**src/rtl/gj_elim_sequencer.sv**
```systemverilog
// Gauss-Jordan elimination sequencer for an N x 2N augmented matrix [A | I] in an external RAM.
// Produces [D | D*A^-1] using division-free cross-multiply row updates and flags a singular A.
module gj_elim_sequencer #(
  parameter int N  = 5,
  parameter int W  = 32,
  parameter int AW = 6
) (
  input  logic          clk,
  input  logic          rst_n,
  input  logic          start,
  output logic          busy,
  output logic          done,
  output logic          singular,
  output logic [AW-1:0] mem_addr,
  output logic          mem_rd_en,
  input  logic [W-1:0]  mem_rdata,
  output logic          mem_wr_en,
  output logic [W-1:0]  mem_wdata
);

  localparam int RW = (N > 1) ? $clog2(N) : 1;
  localparam int CW = $clog2(2 * N);

  typedef enum logic [3:0] {
    IDLE, PS_RD, PS_CHK, SW_RDK, SW_RDR, SW_WRK, SW_WRR,
    EL_FRD, EL_FCHK, EL_RDP, EL_RDX, EL_WR, DONE
  } state_t;

  state_t        state_q, state_d;
  logic [RW-1:0] k_q, k_d, r_q, r_d, i_q, i_d;
  logic [CW-1:0] j_q, j_d;
  logic [W-1:0]  p_q, p_d, f_q, f_d, pr_q, pr_d, tmp_q, tmp_d;
  logic          busy_q, busy_d, done_q, done_d, sing_q, sing_d;
  logic          rd_q, rd_d, wr_q, wr_d;
  logic [AW-1:0] addr_q, addr_d;
  logic          rowDone, startElim;
  int            nextI;

  function automatic logic [AW-1:0] cellAddr(input int row, input int col);
    return AW'(row * 2 * N + col);
  endfunction

  // Next row to eliminate after 'row', stepping over the pivot row itself.
  function automatic int nextRow(input int row, input int piv);
    int n;
    n = row + 1;
    if (n == piv) n = n + 1;
    return n;
  endfunction

  // Strobes and addresses are set on the edge entering the state that owns them,
  // so read data for a request issued in one state is consumed in the next.
  always_comb begin
    state_d   = state_q;
    k_d       = k_q;
    r_d       = r_q;
    i_d       = i_q;
    j_d       = j_q;
    p_d       = p_q;
    f_d       = f_q;
    pr_d      = pr_q;
    tmp_d     = tmp_q;
    busy_d    = busy_q;
    done_d    = 1'b0;
    sing_d    = sing_q;
    addr_d    = addr_q;
    rd_d      = 1'b0;
    wr_d      = 1'b0;
    rowDone   = 1'b0;
    startElim = 1'b0;
    nextI     = 0;

    case (state_q)
      IDLE: begin
        if (start) begin
          state_d = PS_RD;
          k_d     = '0;
          r_d     = '0;
          busy_d  = 1'b1;
          sing_d  = 1'b0;
          rd_d    = 1'b1;
          addr_d  = cellAddr(0, 0);
        end
      end
      PS_RD: state_d = PS_CHK;
      PS_CHK: begin
        if (mem_rdata != '0) begin
          p_d = mem_rdata;
          if (r_q == k_q) begin
            startElim = 1'b1;
          end else begin
            j_d     = '0;
            state_d = SW_RDK;
            rd_d    = 1'b1;
            addr_d  = cellAddr(int'(k_q), 0);
          end
        end else if (int'(r_q) < N - 1) begin
          r_d     = r_q + 1'b1;
          state_d = PS_RD;
          rd_d    = 1'b1;
          addr_d  = cellAddr(int'(r_q) + 1, int'(k_q));
        end else begin
          sing_d  = 1'b1;
          state_d = DONE;
        end
      end
      SW_RDK: begin
        state_d = SW_RDR;
        rd_d    = 1'b1;
        addr_d  = cellAddr(int'(r_q), int'(j_q));
      end
      SW_RDR: begin
        tmp_d   = mem_rdata;
        state_d = SW_WRK;
        wr_d    = 1'b1;
        addr_d  = cellAddr(int'(k_q), int'(j_q));
      end
      SW_WRK: begin
        state_d = SW_WRR;
        wr_d    = 1'b1;
        addr_d  = cellAddr(int'(r_q), int'(j_q));
      end
      SW_WRR: begin
        if (int'(j_q) < 2 * N - 1) begin
          j_d     = j_q + 1'b1;
          state_d = SW_RDK;
          rd_d    = 1'b1;
          addr_d  = cellAddr(int'(k_q), int'(j_q) + 1);
        end else begin
          startElim = 1'b1;
        end
      end
      EL_FRD: state_d = EL_FCHK;
      EL_FCHK: begin
        if (mem_rdata == '0) begin
          rowDone = 1'b1;
        end else begin
          f_d     = mem_rdata;
          j_d     = '0;
          state_d = EL_RDP;
          rd_d    = 1'b1;
          addr_d  = cellAddr(int'(k_q), 0);
        end
      end
      EL_RDP: begin
        state_d = EL_RDX;
        rd_d    = 1'b1;
        addr_d  = cellAddr(int'(i_q), int'(j_q));
      end
      EL_RDX: begin
        pr_d    = mem_rdata;
        state_d = EL_WR;
        wr_d    = 1'b1;
        addr_d  = cellAddr(int'(i_q), int'(j_q));
      end
      EL_WR: begin
        if (int'(j_q) < 2 * N - 1) begin
          j_d     = j_q + 1'b1;
          state_d = EL_RDP;
          rd_d    = 1'b1;
          addr_d  = cellAddr(int'(k_q), int'(j_q) + 1);
        end else begin
          rowDone = 1'b1;
        end
      end
      DONE: begin
        done_d  = 1'b1;
        busy_d  = 1'b0;
        state_d = IDLE;
      end
      default: state_d = IDLE;
    endcase

    // Shared row/column advance: next target row, else next pivot column, else finish.
    if (startElim) begin
      nextI = nextRow(-1, int'(k_q));
    end else if (rowDone) begin
      nextI = nextRow(int'(i_q), int'(k_q));
    end
    if (startElim || rowDone) begin
      if (nextI < N) begin
        i_d     = RW'(nextI);
        state_d = EL_FRD;
        rd_d    = 1'b1;
        addr_d  = cellAddr(nextI, int'(k_q));
      end else if (int'(k_q) < N - 1) begin
        k_d     = k_q + 1'b1;
        r_d     = k_q + 1'b1;
        state_d = PS_RD;
        rd_d    = 1'b1;
        addr_d  = cellAddr(int'(k_q) + 1, int'(k_q) + 1);
      end else begin
        state_d = DONE;
      end
    end
  end

  // Write data is formed from the word arriving this cycle, so writes need no extra cycle.
  always_comb begin
    mem_wdata = '0;
    case (state_q)
      SW_WRK:  mem_wdata = mem_rdata;
      SW_WRR:  mem_wdata = tmp_q;
      EL_WR:   mem_wdata = p_q * mem_rdata - f_q * pr_q;
      default: mem_wdata = '0;
    endcase
  end

  always_ff @(posedge clk or negedge rst_n) begin
    if (!rst_n) begin
      state_q <= IDLE;
      k_q     <= '0;
      r_q     <= '0;
      i_q     <= '0;
      j_q     <= '0;
      p_q     <= '0;
      f_q     <= '0;
      pr_q    <= '0;
      tmp_q   <= '0;
      busy_q  <= 1'b0;
      done_q  <= 1'b0;
      sing_q  <= 1'b0;
      rd_q    <= 1'b0;
      wr_q    <= 1'b0;
      addr_q  <= '0;
    end else begin
      state_q <= state_d;
      k_q     <= k_d;
      r_q     <= r_d;
      i_q     <= i_d;
      j_q     <= j_d;
      p_q     <= p_d;
      f_q     <= f_d;
      pr_q    <= pr_d;
      tmp_q   <= tmp_d;
      busy_q  <= busy_d;
      done_q  <= done_d;
      sing_q  <= sing_d;
      rd_q    <= rd_d;
      wr_q    <= wr_d;
      addr_q  <= addr_d;
    end
  end

  assign busy      = busy_q;
  assign done      = done_q;
  assign singular  = sing_q;
  assign mem_addr  = addr_q;
  assign mem_rd_en = rd_q;
  assign mem_wr_en = wr_q;

endmodule

```
**config.mk**
```make
export PLATFORM = sky130hd
export DESIGN_NAME = gj_elim_sequencer
export DESIGN_NICKNAME = d
export VERILOG_FILES = /design/src/rtl/gj_elim_sequencer.sv
export SDC_FILE = /design/constraint.sdc
export NUM_CORES = 2
export LEC_CHECK = 0
export BUFFER_PORTS_ARGS = -buffer_cell sky130_fd_sc_hd__clkbuf_2
export CORE_MARGIN = 8
export CORE_UTILIZATION = 40
export DETAILED_ROUTE_END_ITERATION = 10
export PLACE_DENSITY = 0.52
export SYNTH_ARGS = -nofsm -noshare
export SYNTH_HDL_FRONTEND = slang
export SYNTH_SLANG_ARGS = --single-unit
export TNS_END_PERCENT = 100
```
**constraint.sdc**
```tcl
create_clock -name clk -period 15.9 [get_ports clk]
set_input_delay 3.18 -clock clk [delete_from_list [all_inputs] [get_ports clk]]
set_output_delay 3.18 -clock clk [all_outputs]
set_load 0.03 [all_outputs]
```
* After elaboration in Yosys (flattened, before gate mapping)
Index checks and enable logic that the tools add are counted.
** Operators by class
- Order comparisons :: 4
- Add/sub/neg operators :: 16
- Reduce and logical (&&, ||, !) cells :: 20
- Equality and inequality tests :: 26
- Multiplexer cells :: 67
- Multiply operators :: 8
- Bitwise operators :: 1
** Operators with widths (count)
- 32-bit case mux with 3 select lines :: 1
- 32-bit by 32-bit multiplier with 32-bit output :: 2
- 4-bit 2-to-1 mux :: 14
- 6-bit 2-to-1 mux :: 9
- 4-bit case mux with 12 select lines :: 1
- 6-bit case mux with 7 select lines :: 1
- 3-bit 2-to-1 mux :: 11
- 32-bit zero test :: 1
- 32-bit by 4-bit less-than comparator with 1-bit output, second input constant :: 1
- 32-bit 2-to-1 mux :: 1
- 32-bit nonzero test :: 1
- 32-bit subtractor :: 1
- 31-bit by 4-bit multiplier with 5-bit output, second input constant :: 1
- 6-bit by 4-bit adder with 6-bit output :: 4
- 4-bit equality test, second input constant :: 5
- 1-bit 2-to-1 mux :: 20
- 4-bit by 3-bit equality test with 1-bit output, second input constant :: 4
- 3-bit by 3-bit multiplier with 5-bit output, second input constant :: 3
- 3-bit by 1-bit adder with 4-bit output, second input constant :: 3
- 6-bit by 5-bit adder with 6-bit output :: 2
- 2-bit != test, second input constant :: 6
- 3-bit != test, second input constant :: 4
- 4-bit case mux with 3 select lines :: 1
- 4-bit by 1-bit adder with 5-bit output, second input constant :: 2
- 27 further kinds :: 43
** Storage, ports and cells
- Register bits after elaboration :: 156
- Input port bits :: 35

* Logic depth before layout (Yosys ltp)
- Word-level depth :: 9
- Mapped depth :: 32

* Least setup slack after synthesis
OpenSTA, ideal clock, no wires.
- Path kind :: in2out
- Start :: input port mem_rdata[1]
- End :: output port mem_wdata[24]
- Data arrival time :: 11.441 ns
- Cell stages on the path :: 30
- Required time :: 12.720 ns
- Path buffers :: 2
- Path slack :: 1.279 ns
- Path through :: clkbuf_1 > clkbuf_1 > nand2_1 > fa_1 > inv_1 > fa_1 > fa_1 > fa_1 > fa_1 > inv_1 > fa_1 > inv_1 > fa_1 > fa_1 > fa_1 > inv_1 > fa_1 > inv_1 > ha_1 > and3_1 > nand2_1 > nor3b_1 > nand4_1 > a41o_1 > nand2_1 > nor2_1 > a21o_1 > nand2_1 > mux2_2 > o21ai_0
** Between the ends
- Cells in the longest elaborated chain, start to end :: 3
** Ends and longest elaborated chain
- start: declaration :: RTL line 16 : input logic [W-1:0] mem_rdata,
- 32-bit by 32-bit multiplier with 32-bit output :: RTL line 204 : EL_WR: mem_wdata = p_q * mem_rdata - f_q * pr_q;
- 32-bit subtractor :: RTL line 204
- 32-bit case mux with 3 select lines :: RTL line 201 : case (state_q)
- end: declaration :: RTL line 18 : output logic [W-1:0] mem_wdata
No other way between the ends.

* Final worst setup path
- Start :: input port mem_rdata[1]
- End :: output port mem_wdata[30]
Same word-level chain as after synthesis.

==> results.json <==
{
  "grt_pass1_vias": 31840,
  "hold_depth": 2,
  "cpPeakStageDelay_ns": 0.58,
  "synth_edf_count": 0,
  "min_period_over_period_pct": 95.84,
  "area_growth_pct": 5.666,
  "end_kind": "output pin",
  "hpwl_um": 104400,
  "max_slew_margin_pct": 21.40,
  "synth_ff_type": "dfrtp_1",
  "antenna_found_initial": 13,
  "final_cell_mix": "988 x inv_1, 883 x fa_1, 698 x nand2_1",
  "numCtsBuffers": 17,
  "place.gp.congestion": 0.9022,
  "tightestPinTransition_ns": 1.179,
  "critPathSlowestCell": "fa_1",
  "grt_start_max_net_pins": 60,
  "post_cts.repair.setup_buffers": 0,
  "vias": 29530,
  "wl_met1_um": 61530,
  "drive_above_1_share_pct": 7.020,
  "fill_cells": 10260,
  "rsz0062_at_grt": "false",
  "syn_area_per_cell_um2": 9.200,
  "cpMostUsedCell": "fa_1",
  "synth_top_family_by_area": "adder cells",
  "core-area_um2": 101900,
  "fmax_mhz": 65.62,
  "routed_wl_um": 132200,
  "tns_ns": 0,
  "max_cap_violations": 0,
  "post_cts_resize_count": 0,
  "cts_buffer_depth": 2,
  "portBuffers": 77,
  "synth_mux_area_share_pct": 2.888,
  "start_kind": "input port",
  "insertion_delay_ns": 0.51,
  "antenna_left": 0,
  "track_usage_pct": 24.01,
  "wl_met3_um": 8355,
  "cts.clk_slew.worst_paths_ns": 0.07,
  "firstDrtPassIters": 6,
  "route.met2.wl_um": 58950,
  "finalMaxSlewViolations": 0,
  "highest_layer": "met5",
  "vias_per_cell": 5.116,
  "die_h_um": 336.8,
  "postCtsHoldBufs": 0,
  "synth_area_um2": 41160,
  "placementRows": 117,
  "final-hold-violation-count": 0,
  "cp_max_fo": 24,
  "synth_compound_area_share_pct": 3.839,
  "synthXorXnorAreaFrac_pct": 3.851,
  "yosys_warnings": 0,
  "post_synth_main_area_contributors": "fa_1 43%, ha_1 9.5%, dfrtp_1 9.5%",
  "grt-ovfl-total": 0,
  "yosysSeqAreaShare_pct": 9.484,
  "grt_pass1_wl_um": 203800,
  "required_ns": 12.72,
  "avgRoutedWirePerCell_um": 22.91,
  "layout_min_cycle_time_ns": 15.24,
  "r2r_slack_ns": 11.38,
  "first_iter_violations": 2279,
  "final_common_cell": "inv_1",
  "dieArea_um2": 113400,
  "synthDistinctLibCells": 70,
  "syn_nets": 5706,
  "ys_ff_latch": 156,
  "setup_viol": 0,
  "cts_root_buffer": "clkbuf_16",
  "async_flop_share_pct": 100.0,
  "yosys.area.top_type_share_pct": 42.95,
  "yosysTopAreaCell": "fa_1",
  "io_pins": 78,
  "synthAdderAreaFrac_pct": 52.49,
  "status": "finished clean",
  "clock_sinks": 156,
  "nets": 5621,
  "start_util_pct": 40.40,
  "cts_tree": "yes",
  "cts_max_level": 4,
  "drc": 0,
  "cp.arrival_ns": 12.06,
  "fin_skew_ns": 0.01277,
  "dieWidth_um": 336.8,
  "synthCells": 4474,
  "yosys.area_share.simple_pct": 16.07,
  "rr_worst_depth": 14,
  "critPathKind": "in2out",
  "hold_path_class": "reg2reg"
}
[kinds of logic after synthesis]
logic type | Yosys count
AND/OR/NAND/NOR | 1353
buffers and inverters | 1242
adder cells (fa/ha/maj) | 1197
AO/OA/AOI/OAI | 239
XOR/XNOR | 181
flip-flops | 156
multiplexers | 106
[registers in the layout, indices dropped and copies added (netlist names)]
| signal | flops |
|---|---|
| f_q | 32 |
| p_q | 32 |
| pr_q | 32 |
| tmp_q | 32 |
| mem_addr | 6 |
| j_q | 4 |
| state_q | 4 |
| i_q | 3 |
| k_q | 3 |
| r_q | 3 |
| busy | 1 |
| done | 1 |
| mem_rd_en | 1 |
| mem_wr_en | 1 |
| singular | 1 |
[Yosys cell counts, types with 7 or more instances]
| library cell | instances |
|---|---|
| and3_1 | 8 |
| nand2b_1 | 9 |
| nor4_1 | 10 |
| a21oi_1 | 47 |
| mux2_2 | 102 |
| nand2_1 | 698 |
| o211ai_1 | 9 |
| ha_1 | 314 |
| nand3_1 | 16 |
| xnor2_1 | 134 |
| nor2_1 | 50 |
| nor2b_1 | 16 |
| dfrtp_1 | 156 |
| xor2_1 | 47 |
| nor3_1 | 12 |
| a21o_1 | 21 |
| clkbuf_1 | 244 |
| a222oi_1 | 7 |
| a22oi_1 | 22 |
| inv_1 | 988 |
| o21ai_0 | 65 |
| fa_1 | 883 |
| and2_1 | 510 |
| nor3b_1 | 7 |
[through the flow]
step | std cells | util [%] | hold slack (ns) | setup WS [ns] | instance area [um^2]
2_1_floorplan | 4474 | - | 0.4460 | 1.279 | 41160
3_3_place_gp | 5738 | 42.10 | 0.4597 | 0.7530 | 42890
3_5_place_dp | 5738 | 42.10 | 0.4637 | 0.6428 | 42890
4_1_cts | 5770 | 42.68 | 0.4812 | 0.6467 | 43490
5_1_grt | 5771 | 42.68 | 0.4992 | 0.2010 | 43490
6_report | 5772 | 42.69 | 0.4813 | 0.6615 | 43490
[final cells by class]
type / count / area, um^2 / share of cell area, %
antenna: 2 / 5.005 / 0.01151
clock buffer: 17 / 425.4 / 0.9781
clock inverter: 15 / 171.4 / 0.3941
inverter: 989 / 3712 / 8.535
multi-input combinational: 3076 / 32620 / 75.01
sequential: 156 / 3913 / 8.996
tap: 1368 / 1712 / 3.935
timing repair buffer: 149 / 932.1 / 2.143
[final timing paths]
check / startpoint / to
hold / removal: f_q[6]$_DFFE_PN0P_ / f_q[6]$_DFFE_PN0P_
setup / recovery: mem_rdata[1] / mem_wdata[30]
hold reg to reg: f_q[6]$_DFFE_PN0P_ / f_q[6]$_DFFE_PN0P_
min in group asynchronous: rst_n / tmp_q[28]$_DFFE_PN0P_
max in group asynchronous: rst_n / f_q[5]$_DFFE_PN0P_
setup reg to reg: state_q[1]$_DFFE_PN0P_ / mem_addr[5]$_DFF_PN0_
[critical path, delay by kind of cell]
family          cells  cell delay, ns
buf+inv             7            1.00
xor+xnor            1            0.16
compound gates      5            1.29
fa+ha+maj          11            5.34
simple gates        6            1.03
[layer usage]
metal,GRT usage [%],up-vias
met3,3.478,143
met4,6.000,4
li1,-,12960
met1,35.06,15550
met5,0,-
met2,37.54,875
Power is not shown: default switching activity piles up to over one toggle a cycle in this logic, so the estimate is an artifact.
